`config.mk`:
```
export PLATFORM = sky130hd
export DESIGN_NAME = pur_reset_sequencer
export DESIGN_NICKNAME = d
export VERILOG_FILES = /design/src/rtl/pur_reset_sequencer.sv
export SDC_FILE = /design/constraint.sdc
export NUM_CORES = 1
export LEC_CHECK = 0
export ABC_CLOCK_PERIOD_IN_PS = 2650
export CORE_UTILIZATION = 40
export DETAILED_ROUTE_END_ITERATION = 16
export GPL_TIMING_DRIVEN = 0
export PLACE_DENSITY = 0.57
export SLEW_MARGIN = 20
export SYNTH_ARGS = -nofsm -noshare
export SYNTH_HDL_FRONTEND = slang
export SYNTH_SLANG_ARGS = --single-unit
```
`constraint.sdc`:
```
create_clock -name i_clk -period 2.65 [get_ports i_clk]
set_clock_uncertainty 0.1 [all_clocks]
set_input_delay 0.795 -clock i_clk [delete_from_list [all_inputs] [get_ports i_clk]]
set_output_delay 0.795 -clock i_clk [all_outputs]
set_load 0.005 [all_outputs]
```
`src/rtl/pur_reset_sequencer.sv`:
```
`timescale 1ns/1ps
`default_nettype none
// ============================================================================
//  Module   : pur_reset_sequencer
//  Purpose  : Power-up reset controller behind the device PUR net. It
//             synchronizes PUR release, stretches it, then releases the
//             downstream reset domains one at a time. Each release waits for
//             that domain's ready/lock acknowledge. Soft restart is supported,
//             and a missing acknowledge raises a sticky fault flag.
//  Revision : 1.0  initial release
// ============================================================================
module pur_reset_sequencer #(
    parameter int                    NUM_STAGES  = 3,
    parameter int                    SYNC_STAGES = 2,
    parameter int                    RST_PULSE   = 16,
    parameter int                    GAP_CYCLES  = 4,
    parameter int                    ACK_TIMEOUT = 255,
    parameter logic [NUM_STAGES-1:0] ACK_MASK    = '0
) (
    input  logic                  i_clk,
    input  logic                  i_pur_n,
    input  logic                  i_soft_req,
    input  logic [NUM_STAGES-1:0] i_ack,
    output logic [NUM_STAGES-1:0] o_rstn,
    output logic [3:0]            o_stage,
    output logic                  o_ready,
    output logic                  o_fault
);

    // One shared counter serves the stretch, gap and timeout phases.
    // It is sized for the largest of the three terminal counts.
    localparam int c_max_a = (RST_PULSE > GAP_CYCLES) ? RST_PULSE : GAP_CYCLES;
    localparam int c_max   = (c_max_a > ACK_TIMEOUT) ? c_max_a : ACK_TIMEOUT;
    localparam int c_cnt_w = $clog2(c_max + 1);

    localparam logic [c_cnt_w-1:0] c_pulse_last = c_cnt_w'(RST_PULSE - 1);
    localparam logic [c_cnt_w-1:0] c_gap_last   = (GAP_CYCLES > 0) ? c_cnt_w'(GAP_CYCLES - 1) : '0;
    localparam logic [c_cnt_w-1:0] c_to_last    = c_cnt_w'(ACK_TIMEOUT - 1);
    localparam logic [3:0]         c_stage_last = 4'(NUM_STAGES - 1);

    typedef enum logic [2:0] {
        ST_SYNC     = 3'd0,
        ST_STRETCH  = 3'd1,
        ST_RELEASE  = 3'd2,
        ST_WAIT_ACK = 3'd3,
        ST_GAP      = 3'd4,
        ST_DONE     = 3'd5,
        ST_FAULT    = 3'd6
    } state_t;

    logic [SYNC_STAGES-1:0] r_sync;
    state_t                 r_state;
    logic [c_cnt_w-1:0]     r_cnt;
    logic [3:0]             r_stage;
    logic [NUM_STAGES-1:0]  r_rstn;
    logic                   r_ready;
    logic                   r_fault;

    state_t                 w_state_next;
    logic [c_cnt_w-1:0]     w_cnt_next;
    logic [3:0]             w_stage_next;
    logic [NUM_STAGES-1:0]  w_rstn_next;
    logic                   w_ready_next;
    logic                   w_fault_next;

    logic [NUM_STAGES-1:0]  w_ack_eff;
    logic                   w_ack_cur;
    logic [NUM_STAGES-1:0]  w_rstn_upto;

    assign w_ack_eff = i_ack | ACK_MASK;

    // Select the effective ack of the current stage and build the release
    // pattern: every stage up to and including r_stage is out of reset.
    always_comb begin
        w_ack_cur   = 1'b0;
        w_rstn_upto = '0;
        for (int i = 0; i < NUM_STAGES; i++) begin
            if (4'(i) == r_stage) begin
                w_ack_cur = w_ack_eff[i];
            end
            w_rstn_upto[i] = (4'(i) <= r_stage);
        end
    end

    // PUR release synchronizer: ones shift in once PUR is deasserted.
    always_ff @(posedge i_clk or negedge i_pur_n) begin
        if (!i_pur_n) begin
            r_sync <= '0;
        end else begin
            r_sync <= {r_sync[SYNC_STAGES-2:0], 1'b1};
        end
    end

    // Sequencer state, counter and registered outputs.
    always_ff @(posedge i_clk or negedge i_pur_n) begin
        if (!i_pur_n) begin
            r_state <= ST_SYNC;
            r_cnt   <= '0;
            r_stage <= '0;
            r_rstn  <= '0;
            r_ready <= 1'b0;
            r_fault <= 1'b0;
        end else begin
            r_state <= w_state_next;
            r_cnt   <= w_cnt_next;
            r_stage <= w_stage_next;
            r_rstn  <= w_rstn_next;
            r_ready <= w_ready_next;
            r_fault <= w_fault_next;
        end
    end

    // Next-state and next-output logic; soft restart overrides everything
    // except the synchronizer phase.
    always_comb begin
        w_state_next = r_state;
        w_cnt_next   = r_cnt;
        w_stage_next = r_stage;
        w_rstn_next  = r_rstn;
        w_ready_next = r_ready;
        w_fault_next = r_fault;

        if (i_soft_req && (r_state != ST_SYNC)) begin
            w_state_next = ST_STRETCH;
            w_cnt_next   = '0;
            w_stage_next = '0;
            w_rstn_next  = '0;
            w_ready_next = 1'b0;
            w_fault_next = 1'b0;
        end else begin
            case (r_state)
                ST_SYNC: begin
                    // The cycle spent noticing the last synchronizer flop
                    // counts as the first stretch cycle.
                    if (r_sync[SYNC_STAGES-1]) begin
                        if (RST_PULSE == 1) begin
                            w_state_next = ST_RELEASE;
                            w_cnt_next   = '0;
                        end else begin
                            w_state_next = ST_STRETCH;
                            w_cnt_next   = c_cnt_w'(1);
                        end
                    end
                end

                ST_STRETCH: begin
                    if (r_cnt == c_pulse_last) begin
                        w_state_next = ST_RELEASE;
                        w_cnt_next   = '0;
                        w_stage_next = '0;
                    end else begin
                        w_cnt_next = r_cnt + c_cnt_w'(1);
                    end
                end

                ST_RELEASE: begin
                    w_rstn_next  = w_rstn_upto;
                    w_cnt_next   = '0;
                    w_state_next = ST_WAIT_ACK;
                end

                ST_WAIT_ACK: begin
                    if (w_ack_cur) begin
                        w_cnt_next = '0;
                        if (r_stage == c_stage_last) begin
                            w_state_next = ST_DONE;
                        end else if (GAP_CYCLES == 0) begin
                            w_state_next = ST_RELEASE;
                            w_stage_next = r_stage + 4'd1;
                        end else begin
                            w_state_next = ST_GAP;
                        end
                    end else if (r_cnt == c_to_last) begin
                        w_state_next = ST_FAULT;
                    end else begin
                        w_cnt_next = r_cnt + c_cnt_w'(1);
                    end
                end

                ST_GAP: begin
                    if (r_cnt == c_gap_last) begin
                        w_state_next = ST_RELEASE;
                        w_cnt_next   = '0;
                        w_stage_next = r_stage + 4'd1;
                    end else begin
                        w_cnt_next = r_cnt + c_cnt_w'(1);
                    end
                end

                ST_DONE: begin
                    // Any unmasked ack dropping is a lock loss, so the whole
                    // sequence is stretched and replayed.
                    if (!(&w_ack_eff)) begin
                        w_state_next = ST_STRETCH;
                        w_cnt_next   = '0;
                        w_stage_next = '0;
                        w_rstn_next  = '0;
                        w_ready_next = 1'b0;
                    end else begin
                        w_ready_next = 1'b1;
                    end
                end

                ST_FAULT: begin
                    w_rstn_next  = '0;
                    w_ready_next = 1'b0;
                    w_fault_next = 1'b1;
                end

                default: begin
                    w_state_next = ST_SYNC;
                    w_cnt_next   = '0;
                    w_stage_next = '0;
                    w_rstn_next  = '0;
                    w_ready_next = 1'b0;
                    w_fault_next = 1'b0;
                end
            endcase
        end
    end

    assign o_rstn  = r_rstn;
    assign o_stage = r_stage;
    assign o_ready = r_ready;
    assign o_fault = r_fault;

endmodule
`default_nettype wire

```
-- Word-level counts from Yosys, hierarchy flattened
Index checks and enable logic that the tools add are counted.
- $add $sub $neg: 2
- magnitude comparators: 3
- equal/unequal tests: 23
- multiplexer cells: 33
- reductions and logical operators: 13
- operators with widths (kind ; count):
    2-to-1 mux 8 bit ; 7
    case mux 8 bit (6 select lines) ; 1
    2-to-1 mux 3 bit ; 9
    case mux 3 bit (7 select lines) ; 1
    2-to-1 mux 4 bit ; 4
    case mux 4 bit (4 select lines) ; 1
    inequality test 3 bit (second input constant) ; 4
    equality test 3 bit (second input constant) ; 3
    case mux 3 bit (3 select lines) ; 1
    adder 8 x 1 -> 8 bit (second input constant) ; 1
    equality test 8 x 2 -> 1 bit (second input constant) ; 1
    equality test 8 x 4 -> 1 bit (second input constant) ; 1
    equality test 8 bit (second input constant) ; 1
    <= comparator 1 x 4 -> 1 bit (first input constant) ; 2
    inequality test 2 x 1 -> 1 bit (second input constant) ; 4
    inequality test 4 bit (second input constant) ; 2
    AND reduction 4 bit ; 2
    OR reduction 4 bit ; 2
    2-to-1 mux 1 bit ; 7
    equality test 3 x 2 -> 1 bit (second input constant) ; 2
    AND reduction 6 bit ; 1
    OR reduction 6 bit ; 1
    OR reduction 5 bit ; 1
    adder 4 x 1 -> 4 bit (second input constant) ; 1
    other kinds (13) ; 14
- bits in registers: 22
- input port bits: 6
- word-level logic and storage cells: 81

-- Longest topological paths before layout
Gate-level depths: netlist of the first run.
- word-level depth: 7
- gate-level depth with buffers: 8
- depth with buffers taken out: 7

-- Worst setup path before layout of the first run
OpenSTA, ideal clock, no wires.
- kind: flip-flop to flip-flop
- start point: reg r_cnt[0]
- end point: reg r_state[2]
- library setup time: 125 ps
- data arrival time: 2142 ps
- required time: 2425 ps
- setup slack: 283 ps
- cell stages (with the launch flop): 8
- buffers on the path: 1
- cells stage by stage: dfrtp_1 > ha_1 > or3b_1 > a32o_2 > o21a_1 > buf_2 > a211oi_1 > mux2_2
- longest elaborated chain between the ends: 3
- elaborated cells on any way between the ends: 7
- classes of those cells: 6 x eq/ne; 1 x reduce/logical
- RTL lines (item ; line ; text):
    start: declaration ; 53 ; logic [c_cnt_w-1:0] r_cnt;
    start signal: assignment ; 105 ; r_cnt <= w_cnt_next;
    equality test 8 bit, or another cell as far along ; 173 ; end else if (r_cnt == c_to_last) begin
    inequality test 4 bit (no source line) / inequality test 3 bit (equally long branches) ; - ;
    AND reduction 6 bit (no source line) * ; - ;
    end signal: assignment ; 104 ; r_state <= w_state_next;
    end: declaration ; 52 ; state_t r_state;
Every way passes the cells marked *; elsewhere a longest branch is shown, timed or not.
A chain may end at the register's enable or synchronous reset.

-- Worst setup path in the final report of the first run
- start point: in i_ack[2]
- end point: reg r_state[0]
- longest elaborated chain between the ends: 4
- elaborated cells on any way between the ends: 8
- classes of those cells: 2 x eq/ne; 4 x mux; 2 x reduce/logical
- RTL lines (item ; line ; text):
    start: declaration ; 23 ; input logic [NUM_STAGES-1:0] i_ack,
    2-to-1 mux 1 bit ; 78 ; if (4'(i) == r_stage) begin
    2-to-1 mux 3 bit ; 163 ; if (w_ack_cur) begin
    case mux 3 bit (7 select lines) ; 131 ; case (r_state)
    2-to-1 mux 3 bit ; 123 ; if (i_soft_req && (r_state != ST_SYNC)) begin
Parallel ways exist; a longest one is shown, timed or not.

==> flow_summary.html, run 1 <==
<table>
<tr><th>Metric</th><th>Value</th></tr>
<tr><th colspan="2">Outcome</th></tr>
<tr><td>Result of the run</td><td>complete, no violations</td></tr>
<tr><th colspan="2">Synth</th></tr>
<tr><td>Count of flip-flops with a built-in enable after synthesis</td><td>0</td></tr>
<tr><td>Largest cells by area after synthesis</td><td>sky130_fd_sc_hd__dfrtp_1 (38%), sky130_fd_sc_hd__ha_1 (4.4%), sky130_fd_sc_hd__inv_1 (3.7%)</td></tr>
<tr><td>Total nets after synthesis</td><td>170</td></tr>
<tr><td>Register area share after synthesis</td><td>0.385</td></tr>
<tr><td>Post-synthesis cell area</td><td>~0.0014 sq mm</td></tr>
<tr><td>Library cells used by synthesis</td><td>51</td></tr>
<tr><td>Number of warning messages in the yosys log</td><td>0</td></tr>
<tr><td>Share of flip-flops with an asynchronous set or reset after synthesis</td><td>1.00</td></tr>
<tr><td>Area share of the largest cell type after synthesis</td><td>0.385</td></tr>
<tr><td>Mean Syn Cell Area</td><td>between 9 and 10 sq um</td></tr>
<tr><td>Post-synthesis cell type with the largest combined area</td><td>sky130_fd_sc_hd__dfrtp_1</td></tr>
<tr><td>Number of standard cells after synthesis</td><td>approximately 160</td></tr>
<tr><td>Synthesis-stage register bit count</td><td>22</td></tr>
<tr><td>Predominant post-synthesis flop cell</td><td>sky130_fd_sc_hd__dfrtp_1</td></tr>
<tr><th colspan="2">Power and ir drop</th></tr>
<tr><td>Sequential power share</td><td>0.337</td></tr>
<tr><td>Leakage</td><td>roughly 0.00067 uW</td></tr>
<tr><td>Areal power density over the cells</td><td>slightly below 800 mW/mm^2</td></tr>
<tr><td>Power share of the combinational group</td><td>0.548</td></tr>
<tr><td>Proportion of power drawn by the clock network</td><td>0.116</td></tr>
<tr><td>Sw power</td><td>between 500 and 600 uW</td></tr>
<tr><td>Worst vdd rail ir drop</td><td>roughly 0.32 mV</td></tr>
<tr><td>Share of total power consumed by net switching</td><td>0.431</td></tr>
<tr><td>Internal power of the cells</td><td>between 700 and 800 uW</td></tr>
<tr><th colspan="2">CTS</th></tr>
<tr><td># clock sinks</td><td>22</td></tr>
<tr><td>Maximum count of clock buffers along a single path</td><td>2</td></tr>
<tr><td>Cell at the root of the clock tree</td><td>sky130_fd_sc_hd__clkbuf_4</td></tr>
<tr><td>Num CTS Buffers</td><td>3</td></tr>
<tr><td>H-tree depth</td><td>1</td></tr>
<tr><td>CTS tree</td><td>built</td></tr>
<tr><td>Clock latency on the worst-skew pair</td><td>slightly above 300 ps</td></tr>
<tr><td>Clock-pin slew on the worst setup and hold paths</td><td>between 100 and 150 ps</td></tr>
<tr><th colspan="2">Finish</th></tr>
<tr><td>Diode count</td><td>0</td></tr>
<tr><td>Summed area of non-filler cells in the final layout</td><td>0.00171 sq mm</td></tr>
<tr><td>Final std cells w/o fill</td><td>around 220</td></tr>
<tr><td>Post-route core utilization</td><td>0.503</td></tr>
<tr><td>Fraction of layout instances using a drive strength above 1</td><td>0.107</td></tr>
<tr><td>Nets@finish</td><td>191</td></tr>
<tr><td>Area Overhead vs Synth</td><td>19.1%</td></tr>
<tr><th colspan="2">Floorplan</th></tr>
<tr><td>Total I/O pin count</td><td>15</td></tr>
<tr><td>Die W</td><td>about 60 um</td></tr>
<tr><td>Die Ht</td><td>a little over 60 um</td></tr>
<tr><td>Effective utilization at floorplan</td><td>0.422</td></tr>
<tr><td>Placement Rows</td><td>21</td></tr>
<tr><td>Die area</td><td>0.00382 sq mm</td></tr>
<tr><td>Core Footprint</td><td>around 0.0034 sq mm</td></tr>
<tr><th colspan="2">STA</th></tr>
<tr><td>Setup repair after global routing missed its margin</td><td>false</td></tr>
<tr><td>Worst rel slew slack</td><td>0.634</td></tr>
<tr><td>Achievable clock frequency</td><td>between 300 and 400 MHz</td></tr>
<tr><td>Max-slew violation total from the final report</td><td>0</td></tr>
<tr><td>Fin worst setup slack</td><td>72.3 ps</td></tr>
<tr><td>Worst-case hold slack</td><td>269 ps</td></tr>
<tr><td>Total setup violations reported at the end of the flow</td><td>0</td></tr>
<tr><td>Share of the cycle needed by the critical path after routing</td><td>0.973</td></tr>
<tr><td>Final hold viol count</td><td>0</td></tr>
<tr><td>Transition time at the pin with the least slew margin</td><td>approximately 540 ps</td></tr>
<tr><td>Minimum clock period after layout</td><td>2580 ps</td></tr>
<tr><th colspan="2">Setup path</th></tr>
<tr><td>Type of the setup path with the least slack</td><td>input port to flip-flop</td></tr>
<tr><td>Sort of element at the end of the critical path</td><td>flip-flop</td></tr>
<tr><td>Required time of the critical path</td><td>approximately 2800 ps</td></tr>
<tr><td>Highest net fanout along the worst path</td><td>5</td></tr>
<tr><td>Critical Path Start Type</td><td>input port</td></tr>
<tr><td>Data arrival time of the worst path</td><td>2690 ps</td></tr>
<tr><th colspan="2">Worst hold path</th></tr>
<tr><td>Hold Path Class</td><td>flip-flop to flip-flop</td></tr>
<tr><th colspan="2">Global routing</th></tr>
<tr><td>Total GRT Usage</td><td>0.218</td></tr>
<tr><td>Wire length of the first global-routing pass</td><td>6.06 mm</td></tr>
<tr><td>Total congestion overflow after global routing</td><td>0</td></tr>
<tr><td>Number of antenna violations at the first check in global routing</td><td>0</td></tr>
<tr><td>Pin count of the biggest net entering global routing</td><td>23</td></tr>
<tr><td>Vias in the first global route</td><td>1259</td></tr>
<tr><th colspan="2">Route</th></tr>
<tr><td>Post-route ant nets</td><td>0</td></tr>
<tr><td>Met3 WL</td><td>about 150 um</td></tr>
<tr><td>Via density</td><td>a little over 6</td></tr>
<tr><td>Met1 Routed Length</td><td>approximately 1.6 mm</td></tr>
<tr><td>Routed len/inst</td><td>~16 um</td></tr>
<tr><td>Via Count</td><td>1392</td></tr>
<tr><td>WL final</td><td>3.65 mm</td></tr>
<tr><td>Router iterations before antenna repair</td><td>4</td></tr>
<tr><td>Max Used Layer</td><td>met4</td></tr>
<tr><td>Initial detailed-routing violation count</td><td>approximately 110</td></tr>
<tr><td>DRC</td><td>0</td></tr>
<tr><td>Detail Route met2 WL</td><td>~1.8 mm</td></tr>
<tr><th colspan="2">Placed design</th></tr>
<tr><td>Pre-CTS setup slack</td><td>-470 ps</td></tr>
<tr><td>Final HPWL DP</td><td>~2.7 mm</td></tr>
<tr><td>Port Buffer Count</td><td>14</td></tr>
<tr><td>Placement-stage cell area</td><td>0.00163 sq mm</td></tr>
<tr><td>Cell Count Post-Placement</td><td>~220</td></tr>
<tr><td>Weighted congestion reported at the end of routability-driven placement</td><td>~0.85</td></tr>
<tr><th colspan="2">Job</th></tr>
<tr><td>Number of max-cap violations</td><td>0</td></tr>
</table>
critical path, stage by stage:
cell                              delay [ps]
sky130_fd_sc_hd__clkdlybuf4s50_1         440
sky130_fd_sc_hd__and4b_1                 250
sky130_fd_sc_hd__nand3_1                 150
sky130_fd_sc_hd__o221ai_1                280
sky130_fd_sc_hd__a2111o_1                430
sky130_fd_sc_hd__a221o_1                 350
registers in the layout, indices dropped and copies added (netlist names):
register,flops
o_rstn,3
o_fault,1
r_cnt,8
r_sync,2
o_stage,4
o_ready,1
r_state,3
power by group through the flow:
| stage | Clock [uW] | Sequential, uW | Combinational, uW |
|---|---|---|---|
| after floorplan | 0 | 430 | 492 |
| after global placement | 0 | 440 | 661 |
| after detailed placement | 0 | 441 | 668 |
| after CTS | 156 | 435 | 699 |
| after global routing | 171 | 451 | 796 |
| final | 152 | 443 | 720 |
cell families (layout without fill, tap and decap cells):
family / Yosys count / count (layout) / synth area share
AOI/OAI and AO/OA: 58 / 58 / 0.298
and+or+nand+nor: 50 / 50 / 0.198
DFF: 22 / 22 / 0.385
buffers and inverters: 21 / 40 / 0.0586
adders and majority gates: 5 / 5 / 0.0437
other: 1 / 1 / 0.00262
xor gates and xnor gates: 1 / 1 / 0.00612
muxes: 1 / 1 / 0.00787
cells in the mapped netlist (5+ instances only):
master / number
sky130_fd_sc_hd__nand3_1: 6
sky130_fd_sc_hd__a21oi_1: 9
sky130_fd_sc_hd__ha_1: 5
sky130_fd_sc_hd__nand2_1: 8
sky130_fd_sc_hd__inv_1: 14
sky130_fd_sc_hd__a31oi_1: 5
sky130_fd_sc_hd__o21ai_0: 8
sky130_fd_sc_hd__o211ai_1: 6
sky130_fd_sc_hd__o221ai_1: 6
sky130_fd_sc_hd__dfrtp_1: 22
sky130_fd_sc_hd__nor3_1: 5
sky130_fd_sc_hd__nor2_1: 6
metrics by stage:
stage	total power, uW	setup TNS, ps
finish	1310	0
floorplan	922	0
detailed placement	1110	-4850
CTS	1290	0
global route	1420	0
global placement	1100	-4710
path summary, 6_finish.rpt:
kind / startpoint / end / slack [ps] / cells past startpoint
max in group asynchronous: i_pur_n / r_cnt[0]$_DFFE_PN0P_ / 1770 / 1
min: r_sync[0]$_DFF_PN0_ / r_sync[1]$_DFF_PN0_ / 270 / 0
min in group asynchronous: i_pur_n / r_cnt[6]$_DFFE_PN0P_ / 320 / 1
max reg2reg: r_cnt[0]$_DFFE_PN0P_ / r_state[2]$_DFFE_PN0P_ / 120 / 7
min reg2reg: r_sync[0]$_DFF_PN0_ / r_sync[1]$_DFF_PN0_ / 270 / 0
max: i_ack[2] / r_state[0]$_DFFE_PN0P_ / 70 / 6
metal layers:
metal,vias up,GRT usage
met1,689,0.296
met2,37,0.363
met3,9,0.0207
met4,0,0.0762
met5,-,0
li1,657,-
area by class of cell:
| type | count | area, sq um |
|---|---|---|
| timing repair buffer | 16 | 150 |
| buffer | 7 | 33.8 |
| fill | 324 | 1680 |
| inverter | 14 | 52.6 |
| sequential | 22 | 552 |
| multi-input combinational | 116 | 837 |
| tap | 46 | 57.6 |
| clock buffer | 3 | 22.5 |
what timing repair did:
item / CTS / global route
resized for setup: 3 / 5
cloned: 0 / 0
pin swaps: 1 / 1
endpoints found under the setup margin: 10 / 9
endpoints found under the hold margin: 0 / 0
setup buffers: 2 / 0
hold buffers: 0 / 0
placed cells by master, fill, tap and decap left out, drive strengths merged, types with 6 or more instances in the layout:
cell	n
clkdlybuf4s50	13
nand3	6
nor2	6
clkbuf	7
buf	6
a21oi	9
dfrtp	22
o21ai	8
nand2	8
o211ai	6
inv	14
o221ai	6
Note: power is estimated with default switching activity, not from simulation.
==> inputs of run 2 (changes only) <==
- CTS_BUF_LIST: not set -> sky130_fd_sc_hd__clkbuf_8
==> flow_summary.html, run 2 (same netlist as run 1, synthesis figures left out) <==
<table>
<tr><th>Metric</th><th>Value</th></tr>
<tr><th colspan="2">Route</th></tr>
<tr><td>Met3 WL</td><td>~180 um</td></tr>
<tr><td>Via Count</td><td>1374</td></tr>
<tr><td>DRC</td><td>0</td></tr>
<tr><td>Met1 Routed Length</td><td>between 1.5 and 2 mm</td></tr>
<tr><td>Via density</td><td>6.13</td></tr>
<tr><td>Post-route ant nets</td><td>0</td></tr>
<tr><td>WL final</td><td>between 3 and 4 mm</td></tr>
<tr><td>Detail Route met2 WL</td><td>between 1.5 and 2 mm</td></tr>
<tr><td>Router iterations before antenna repair</td><td>4</td></tr>
<tr><td>Initial detailed-routing violation count</td><td>approximately 140</td></tr>
<tr><td>Routed len/inst</td><td>roughly 16 um</td></tr>
<tr><td>Max Used Layer</td><td>met4</td></tr>
<tr><th colspan="2">Worst hold path</th></tr>
<tr><td>Worst hold path cell count</td><td>0</td></tr>
<tr><td>Hold Path Class</td><td>flip-flop to flip-flop</td></tr>
<tr><td>Hold Path Sink</td><td>r_sync[1]$_DFF_PN0_</td></tr>
<tr><td>Hold path startpoint</td><td>r_sync[0]$_DFF_PN0_</td></tr>
<tr><th colspan="2">CTS</th></tr>
<tr><td># clock sinks</td><td>22</td></tr>
<tr><td>Maximum count of clock buffers along a single path</td><td>2</td></tr>
<tr><td>Num CTS Buffers</td><td>3</td></tr>
<tr><td>Clock-pin slew on the worst setup and hold paths</td><td>70 ps</td></tr>
<tr><td>Cell at the root of the clock tree</td><td>sky130_fd_sc_hd__clkbuf_8</td></tr>
<tr><td>H-tree depth</td><td>1</td></tr>
<tr><td>Clock latency on the worst-skew pair</td><td>approximately 260 ps</td></tr>
<tr><td>CTS tree</td><td>built</td></tr>
<tr><th colspan="2">STA</th></tr>
<tr><td>Worst rel slew slack</td><td>0.619</td></tr>
<tr><td>Achievable clock frequency</td><td>between 300 and 400 MHz</td></tr>
<tr><td>Share of the cycle needed by the critical path after routing</td><td>0.974</td></tr>
<tr><td>Transition time at the pin with the least slew margin</td><td>between 500 and 600 ps</td></tr>
<tr><td>Max-slew violation total from the final report</td><td>0</td></tr>
<tr><td>Final hold viol count</td><td>0</td></tr>
<tr><td>Fin worst setup slack</td><td>around 70 ps</td></tr>
<tr><td>Total setup violations reported at the end of the flow</td><td>0</td></tr>
<tr><td>Setup repair after global routing missed its margin</td><td>false</td></tr>
<tr><td>Minimum clock period after layout</td><td>2580 ps</td></tr>
<tr><th colspan="2">Placed design</th></tr>
<tr><td>Weighted congestion reported at the end of routability-driven placement</td><td>roughly 0.85</td></tr>
<tr><td>Pre-CTS setup slack</td><td>-470 ps</td></tr>
<tr><td>Final HPWL DP</td><td>2.74 mm</td></tr>
<tr><td>Port Buffer Count</td><td>14</td></tr>
<tr><th colspan="2">Finish</th></tr>
<tr><td>Fraction of layout instances using a drive strength above 1</td><td>0.118</td></tr>
<tr><td>Post-route core utilization</td><td>0.513</td></tr>
<tr><td>Register with the most flip-flops</td><td>r_cnt</td></tr>
<tr><td>Filler cells</td><td>~320</td></tr>
<tr><td>Diode count</td><td>0</td></tr>
<tr><td>Max FFs per register</td><td>8</td></tr>
<tr><td>Most common library cell in the layout ignoring fill and taps</td><td>sky130_fd_sc_hd__dfrtp_1</td></tr>
<tr><td>Total area of multi-input combinational cells</td><td>approximately 850 sq um</td></tr>
<tr><td>FF/Latch Area</td><td>between 500 and 600 sq um</td></tr>
<tr><td>Most used cells in the layout excluding fill and tap cells</td><td>sky130_fd_sc_hd__dfrtp_1 (21), sky130_fd_sc_hd__inv_1 (14), sky130_fd_sc_hd__clkdlybuf4s50_1 (13)</td></tr>
<tr><td>Nets@finish</td><td>roughly 190</td></tr>
<tr><td>Area Overhead vs Synth</td><td>21.6%</td></tr>
<tr><th colspan="2">Setup path</th></tr>
<tr><td>Data arrival time of the worst path</td><td>roughly 2700 ps</td></tr>
<tr><td>Critical Path Start Type</td><td>input port</td></tr>
<tr><td>Required time of the critical path</td><td>2720 ps</td></tr>
<tr><td>Crit Reg-Reg Endpoint</td><td>r_state[2]$_DFFE_PN0P_</td></tr>
<tr><td>Highest net fanout along the worst path</td><td>10</td></tr>
<tr><td>Setup slack of the worst register-to-register path</td><td>120 ps</td></tr>
<tr><td>Depth of the most critical reg-to-reg path</td><td>7</td></tr>
<tr><td>Type of the setup path with the least slack</td><td>input port to flip-flop</td></tr>
<tr><td>R2R Path Start</td><td>r_cnt[0]$_DFFE_PN0P_</td></tr>
<tr><td>Sort of element at the end of the critical path</td><td>flip-flop</td></tr>
<tr><th colspan="2">Global routing</th></tr>
<tr><td>Pin count of the biggest net entering global routing</td><td>23</td></tr>
<tr><td>Number of antenna violations at the first check in global routing</td><td>0</td></tr>
<tr><td>Total congestion overflow after global routing</td><td>0</td></tr>
<tr><td>Total GRT Usage</td><td>0.220</td></tr>
<tr><td>Vias in the first global route</td><td>about 1300</td></tr>
<tr><td>Wire length of the first global-routing pass</td><td>between 6 and 7 mm</td></tr>
<tr><th colspan="2">Power and ir drop</th></tr>
<tr><td>Areal power density over the cells</td><td>just under 800 mW/mm^2</td></tr>
<tr><td>Leakage</td><td>0.000680 uW</td></tr>
<tr><td>Worst vdd rail ir drop</td><td>around 0.32 mV</td></tr>
<tr><th colspan="2">Floorplan</th></tr>
<tr><td>Die area</td><td>about 0.0038 sq mm</td></tr>
<tr><td>Effective utilization at floorplan</td><td>0.422</td></tr>
<tr><td>Die W</td><td>61.8 um</td></tr>
<tr><td>Die Ht</td><td>between 60 and 70 um</td></tr>
<tr><td>Placement Rows</td><td>21</td></tr>
<tr><td>Core Footprint</td><td>about 0.0034 sq mm</td></tr>
<tr><td>Total I/O pin count</td><td>15</td></tr>
<tr><th colspan="2">Outcome</th></tr>
<tr><td>Result of the run</td><td>complete, no violations</td></tr>
<tr><th colspan="2">Job</th></tr>
<tr><td>Number of max-cap violations</td><td>0</td></tr>
</table>
run 2: changes by cell type in the layout (fill, tap and decap cells not counted):
cell / delta
sky130_fd_sc_hd__clkbuf_4: -4
sky130_fd_sc_hd__nor4_2: +1
sky130_fd_sc_hd__buf_6: +1
sky130_fd_sc_hd__nor4_1: -1
sky130_fd_sc_hd__o221ai_2: +1
sky130_fd_sc_hd__clkbuf_8: +3
sky130_fd_sc_hd__o221ai_1: -1
run 2: how the worst max path moves through the flow:
stage,startpoint,to,slack [ps],depth (start not counted)
after detailed placement,i_ack[1],r_cnt[7]$_DFFE_PN0P_,-470,7
after CTS,r_cnt[0]$_DFFE_PN0P_,r_state[2]$_DFFE_PN0P_,30,7
after global placement,i_ack[1],r_cnt[5]$_DFFE_PN0P_,-470,7
final,i_ack[1],r_cnt[7]$_DFFE_PN0P_,70,8
after floorplan,r_cnt[0]$_DFFE_PN0P_,r_state[2]$_DFFE_PN0P_,280,7
after global routing,r_cnt[1]$_DFFE_PN0P_,r_state[2]$_DFFE_PN0P_,0.9,7
run 2: routing by layer:
layer | vias to the layer above | track usage
li1 | 660 | -
met1 | 664 | 0.290
met2 | 46 | 0.373
met3 | 4 | 0.0269
met4 | 0 | 0.0762
met5 | - | 0
run 2: through the flow:
stage	instance area, sq um	cells	total power (uW)	hold WS [ps]	setup TNS [ps]
floorplan	1430	159	922	231	0
global route	1740	224	1490	265	0
CTS	1700	224	1340	261	0
finish	1740	224	1380	258	0
detailed placement	1630	219	1110	243	-4850
global placement	1630	219	1100	236	-4710
run 2: critical path, cell delays in order:
cell and delay [ps]:
sky130_fd_sc_hd__clkdlybuf4s50_1 460, sky130_fd_sc_hd__and3b_1 230, sky130_fd_sc_hd__a311oi_4 340, sky130_fd_sc_hd__o21a_1 190, sky130_fd_sc_hd__buf_6 150, sky130_fd_sc_hd__o211ai_1 120
sky130_fd_sc_hd__buf_4 190, sky130_fd_sc_hd__o221ai_1 170
run 2: power by group:
part           internal (uW)  switching [uW]  leakage (uW)  total, uW
Clock                    101            99.6     0.0000216        201
Sequential               391            52.1      0.000294        443
Combinational            310             429      0.000364        739
run 2: area by class of cell:
cell class / instances / area share
Sequential cell: 22 / 0.317
Multi-Input combinational cell: 116 / 0.488
Timing Repair Buffer: 16 / 0.0863
Buffer: 7 / 0.0216
Clock buffer: 3 / 0.0237
Inverter: 14 / 0.0302
Tap cell: 46 / 0.0331
run 2: what timing repair did:
item                       4_1_cts  5_1_grt
setup buffers                    2        0
resized for setup                4        8
cloned                           0        0
hold buffers                     0        0
setup endpoints to repair       10        6
pin swaps                        2        2
==> inputs of run 3 (changes only) <==
- CORE_UTILIZATION: 40 -> 32
- CTS_BUF_LIST: sky130_fd_sc_hd__clkbuf_8 -> not set
- PLACE_DENSITY: 0.57 -> 0.47
==> flow_summary.html, run 3 (same netlist as run 1, synthesis figures left out) <==
<table>
<tr><th>Metric</th><th>Value</th></tr>
<tr><th colspan="2">Outcome</th></tr>
<tr><td>Result of the run</td><td>complete, no violations</td></tr>
<tr><th colspan="2">Worst hold path</th></tr>
<tr><td>Hold Path Sink</td><td>r_sync[1]$_DFF_PN0_</td></tr>
<tr><td>Hold path startpoint</td><td>r_sync[0]$_DFF_PN0_</td></tr>
<tr><td>Hold Path Class</td><td>flip-flop to flip-flop</td></tr>
<tr><td>Worst hold path cell count</td><td>0</td></tr>
<tr><th colspan="2">Route</th></tr>
<tr><td>Routed len/inst</td><td>approximately 17 um</td></tr>
<tr><td>Router iterations before antenna repair</td><td>4</td></tr>
<tr><td>WL final</td><td>between 3 and 4 mm</td></tr>
<tr><td>Via Count</td><td>1354</td></tr>
<tr><td>Initial detailed-routing violation count</td><td>65</td></tr>
<tr><td>Post-route ant nets</td><td>0</td></tr>
<tr><td>Via density</td><td>slightly below 6</td></tr>
<tr><td>DRC</td><td>0</td></tr>
<tr><th colspan="2">Power and ir drop</th></tr>
<tr><td>Worst vdd rail ir drop</td><td>between 0.3 and 0.4 mV</td></tr>
<tr><td>Overall power consumption</td><td>approximately 1400 uW</td></tr>
<tr><td>Areal power density over the cells</td><td>around 790 mW/mm^2</td></tr>
<tr><td>Leakage</td><td>0.000676 uW</td></tr>
<tr><th colspan="2">Global routing</th></tr>
<tr><td>Total congestion overflow after global routing</td><td>0</td></tr>
<tr><td>Met1 Track Usage GR</td><td>0.263</td></tr>
<tr><td>GR Util met2</td><td>0.294</td></tr>
<tr><td>Vias in the first global route</td><td>around 1300</td></tr>
<tr><td>Wire length of the first global-routing pass</td><td>between 6 and 7 mm</td></tr>
<tr><td>Number of antenna violations at the first check in global routing</td><td>0</td></tr>
<tr><td>GR met3 Demand/Resource</td><td>0.0214</td></tr>
<tr><td>Pin count of the biggest net entering global routing</td><td>23</td></tr>
<tr><td>Most used routing layer</td><td>met2</td></tr>
<tr><td>Total GRT Usage</td><td>0.188</td></tr>
<tr><th colspan="2">Finish</th></tr>
<tr><td>Post-route core utilization</td><td>0.417</td></tr>
<tr><td>Nets@finish</td><td>190</td></tr>
<tr><td>Most used cells in the layout excluding fill and tap cells</td><td>sky130_fd_sc_hd__dfrtp_1 (22), sky130_fd_sc_hd__inv_1 (14), sky130_fd_sc_hd__clkdlybuf4s50_1 (13)</td></tr>
<tr><td>Register with the most flip-flops</td><td>r_cnt</td></tr>
<tr><td>Area Overhead vs Synth</td><td>20.7%</td></tr>
<tr><td>Max FFs per register</td><td>8</td></tr>
<tr><td>Fraction of layout instances using a drive strength above 1</td><td>0.113</td></tr>
<tr><td>Summed area of non-filler cells in the final layout</td><td>about 0.0017 sq mm</td></tr>
<tr><td>Final std cells w/o fill</td><td>227</td></tr>
<tr><td>Filler cells</td><td>around 440</td></tr>
<tr><td>Most common library cell in the layout ignoring fill and taps</td><td>sky130_fd_sc_hd__dfrtp_1</td></tr>
<tr><td>Diode count</td><td>0</td></tr>
<tr><th colspan="2">CTS</th></tr>
<tr><td>CTS tree</td><td>built</td></tr>
<tr><td>Num CTS Buffers</td><td>3</td></tr>
<tr><td>H-tree depth</td><td>1</td></tr>
<tr><td>Clock-pin slew on the worst setup and hold paths</td><td>80 ps</td></tr>
<tr><td>CTS hold repair buffers</td><td>0</td></tr>
<tr><td>Clock latency on the worst-skew pair</td><td>270 ps</td></tr>
<tr><td># clock sinks</td><td>22</td></tr>
<tr><td>Cell at the root of the clock tree</td><td>sky130_fd_sc_hd__clkbuf_8</td></tr>
<tr><td>Maximum count of clock buffers along a single path</td><td>2</td></tr>
<tr><th colspan="2">Floorplan</th></tr>
<tr><td>Die W</td><td>68.9 um</td></tr>
<tr><td>Core Footprint</td><td>0.00414 sq mm</td></tr>
<tr><td>Placement Rows</td><td>23</td></tr>
<tr><td>Effective utilization at floorplan</td><td>0.345</td></tr>
<tr><td>Die Ht</td><td>approximately 69 um</td></tr>
<tr><td>Die area</td><td>0.00474 sq mm</td></tr>
<tr><td>Total I/O pin count</td><td>15</td></tr>
<tr><th colspan="2">STA</th></tr>
<tr><td>Worst rel slew slack</td><td>0.657</td></tr>
<tr><td>Minimum clock period after layout</td><td>approximately 2600 ps</td></tr>
<tr><td>Achievable clock frequency</td><td>between 300 and 400 MHz</td></tr>
<tr><td>Setup repair after global routing missed its margin</td><td>false</td></tr>
<tr><td>Total setup violations reported at the end of the flow</td><td>0</td></tr>
<tr><td>Share of the cycle needed by the critical path after routing</td><td>0.966</td></tr>
<tr><td>Transition time at the pin with the least slew margin</td><td>a little over 500 ps</td></tr>
<tr><td>Final hold viol count</td><td>0</td></tr>
<tr><td>Max-slew violation total from the final report</td><td>0</td></tr>
<tr><td>Sum of negative setup slack</td><td>0 ps</td></tr>
<tr><th colspan="2">Placed design</th></tr>
<tr><td>Placement-stage cell area</td><td>~0.0016 sq mm</td></tr>
<tr><td>Final HPWL DP</td><td>roughly 2.8 mm</td></tr>
<tr><td>Weighted congestion reported at the end of routability-driven placement</td><td>0.843</td></tr>
<tr><td>Cell Count Post-Placement</td><td>223</td></tr>
<tr><td>Port Buffer Count</td><td>14</td></tr>
<tr><th colspan="2">Setup path</th></tr>
<tr><td>Delay of the slowest cell on the worst path</td><td>approximately 560 ps</td></tr>
<tr><td>Required time of the critical path</td><td>2710 ps</td></tr>
<tr><td>Crit Reg-Reg Endpoint</td><td>r_state[2]$_DFFE_PN0P_</td></tr>
<tr><td>Critical path, cell by cell</td><td>clkdlybuf4s50_1, inv_1, nand4_1, o221ai_2, a2111o_1, a221o_1</td></tr>
<tr><td>Sort of element at the end of the critical path</td><td>flip-flop</td></tr>
<tr><td>Data arrival time of the worst path</td><td>roughly 2600 ps</td></tr>
<tr><td>Highest net fanout along the worst path</td><td>6</td></tr>
<tr><td>Critical Path Start Type</td><td>input port</td></tr>
<tr><td>Setup slack of the worst register-to-register path</td><td>110 ps</td></tr>
<tr><td>Critical path's slowest cell</td><td>sky130_fd_sc_hd__clkdlybuf4s50_1</td></tr>
<tr><td>Depth of the most critical reg-to-reg path</td><td>7</td></tr>
<tr><td>R2R Path Start</td><td>r_cnt[0]$_DFFE_PN0P_</td></tr>
<tr><td>Type of the setup path with the least slack</td><td>input port to flip-flop</td></tr>
<tr><th colspan="2">Job</th></tr>
<tr><td>Number of max-cap violations</td><td>0</td></tr>
</table>
run 3: cell types whose count changed in the layout (fill, tap and decap cells not counted):
cell	previous run	this run
sky130_fd_sc_hd__dfrtp_2	1	0
sky130_fd_sc_hd__buf_6	1	0
sky130_fd_sc_hd__dfrtp_1	21	22
sky130_fd_sc_hd__ha_2	0	1
sky130_fd_sc_hd__a211oi_1	2	1
sky130_fd_sc_hd__ha_4	1	0
sky130_fd_sc_hd__a211oi_2	0	1
run 3: worst max-delay path, delay by kind of cell:
kind	cells	cell delay [ps]
and+or+nand+nor	1	180
buffers and inverters	2	710
AOI/OAI and AO/OA	3	940
run 3: repair_timing:
action / CTS / global route
endpoints found under the setup margin: 10 / 9
buffers inserted: 1 / 0
hold endpoints to repair: 0 / 0
resized for setup: 3 / 7
pin swaps: 1 / 2
run 3: final cells by class:
class,instances,area [sq um],area share
tap,50,62.6,0.0362
inverter,14,52.6,0.0304
buffer,7,33.8,0.0196
multi-input combinational,116,845,0.489
clock buffer,3,41.3,0.0239
sequential,22,551,0.319
timing repair buffer,15,143,0.0825
run 3: routing by layer:
layer,up-vias,wire [um],share of wire
met5,-,0,0
met4,0,61,0.016
met3,5,143,0.037
met2,30,1780,0.46
met1,662,1860,0.48
li1,657,-,-
run 3: metrics by stage:
| step | hold WS [ps] | setup WS, ps |
|---|---|---|
| after floorplan | 231 | 283 |
| after global placement | 242 | -481 |
| after detailed placement | 236 | -465 |
| after CTS | 256 | 3.42 |
| after global routing | 281 | 14.4 |
| final | 255 | 89.4 |
run 3: power breakdown:
part,switching (uW),leakage (uW),internal [uW],total (uW)
sequential,47.2,0.000295,389,436
combinational,420,0.000359,300,719
clock,114,0.0000216,102,216
run 3: worst max-delay path by stage:
stage	startpoint	to	slack (ps)	cells after the start
5_1_grt	i_ack[1]	r_cnt[7]$_DFFE_PN0P_	10	8
6_report	i_soft_req	r_state[0]$_DFFE_PN0P_	90	6
3_5_place_dp	i_ack[1]	r_cnt[7]$_DFFE_PN0P_	-460	7
3_3_place_gp	i_ack[1]	r_cnt[6]$_DFFE_PN0P_	-480	7
4_1_cts	i_ack[1]	r_cnt[7]$_DFFE_PN0P_	3	8
2_1_floorplan	r_cnt[0]$_DFFE_PN0P_	r_state[2]$_DFFE_PN0P_	280	7
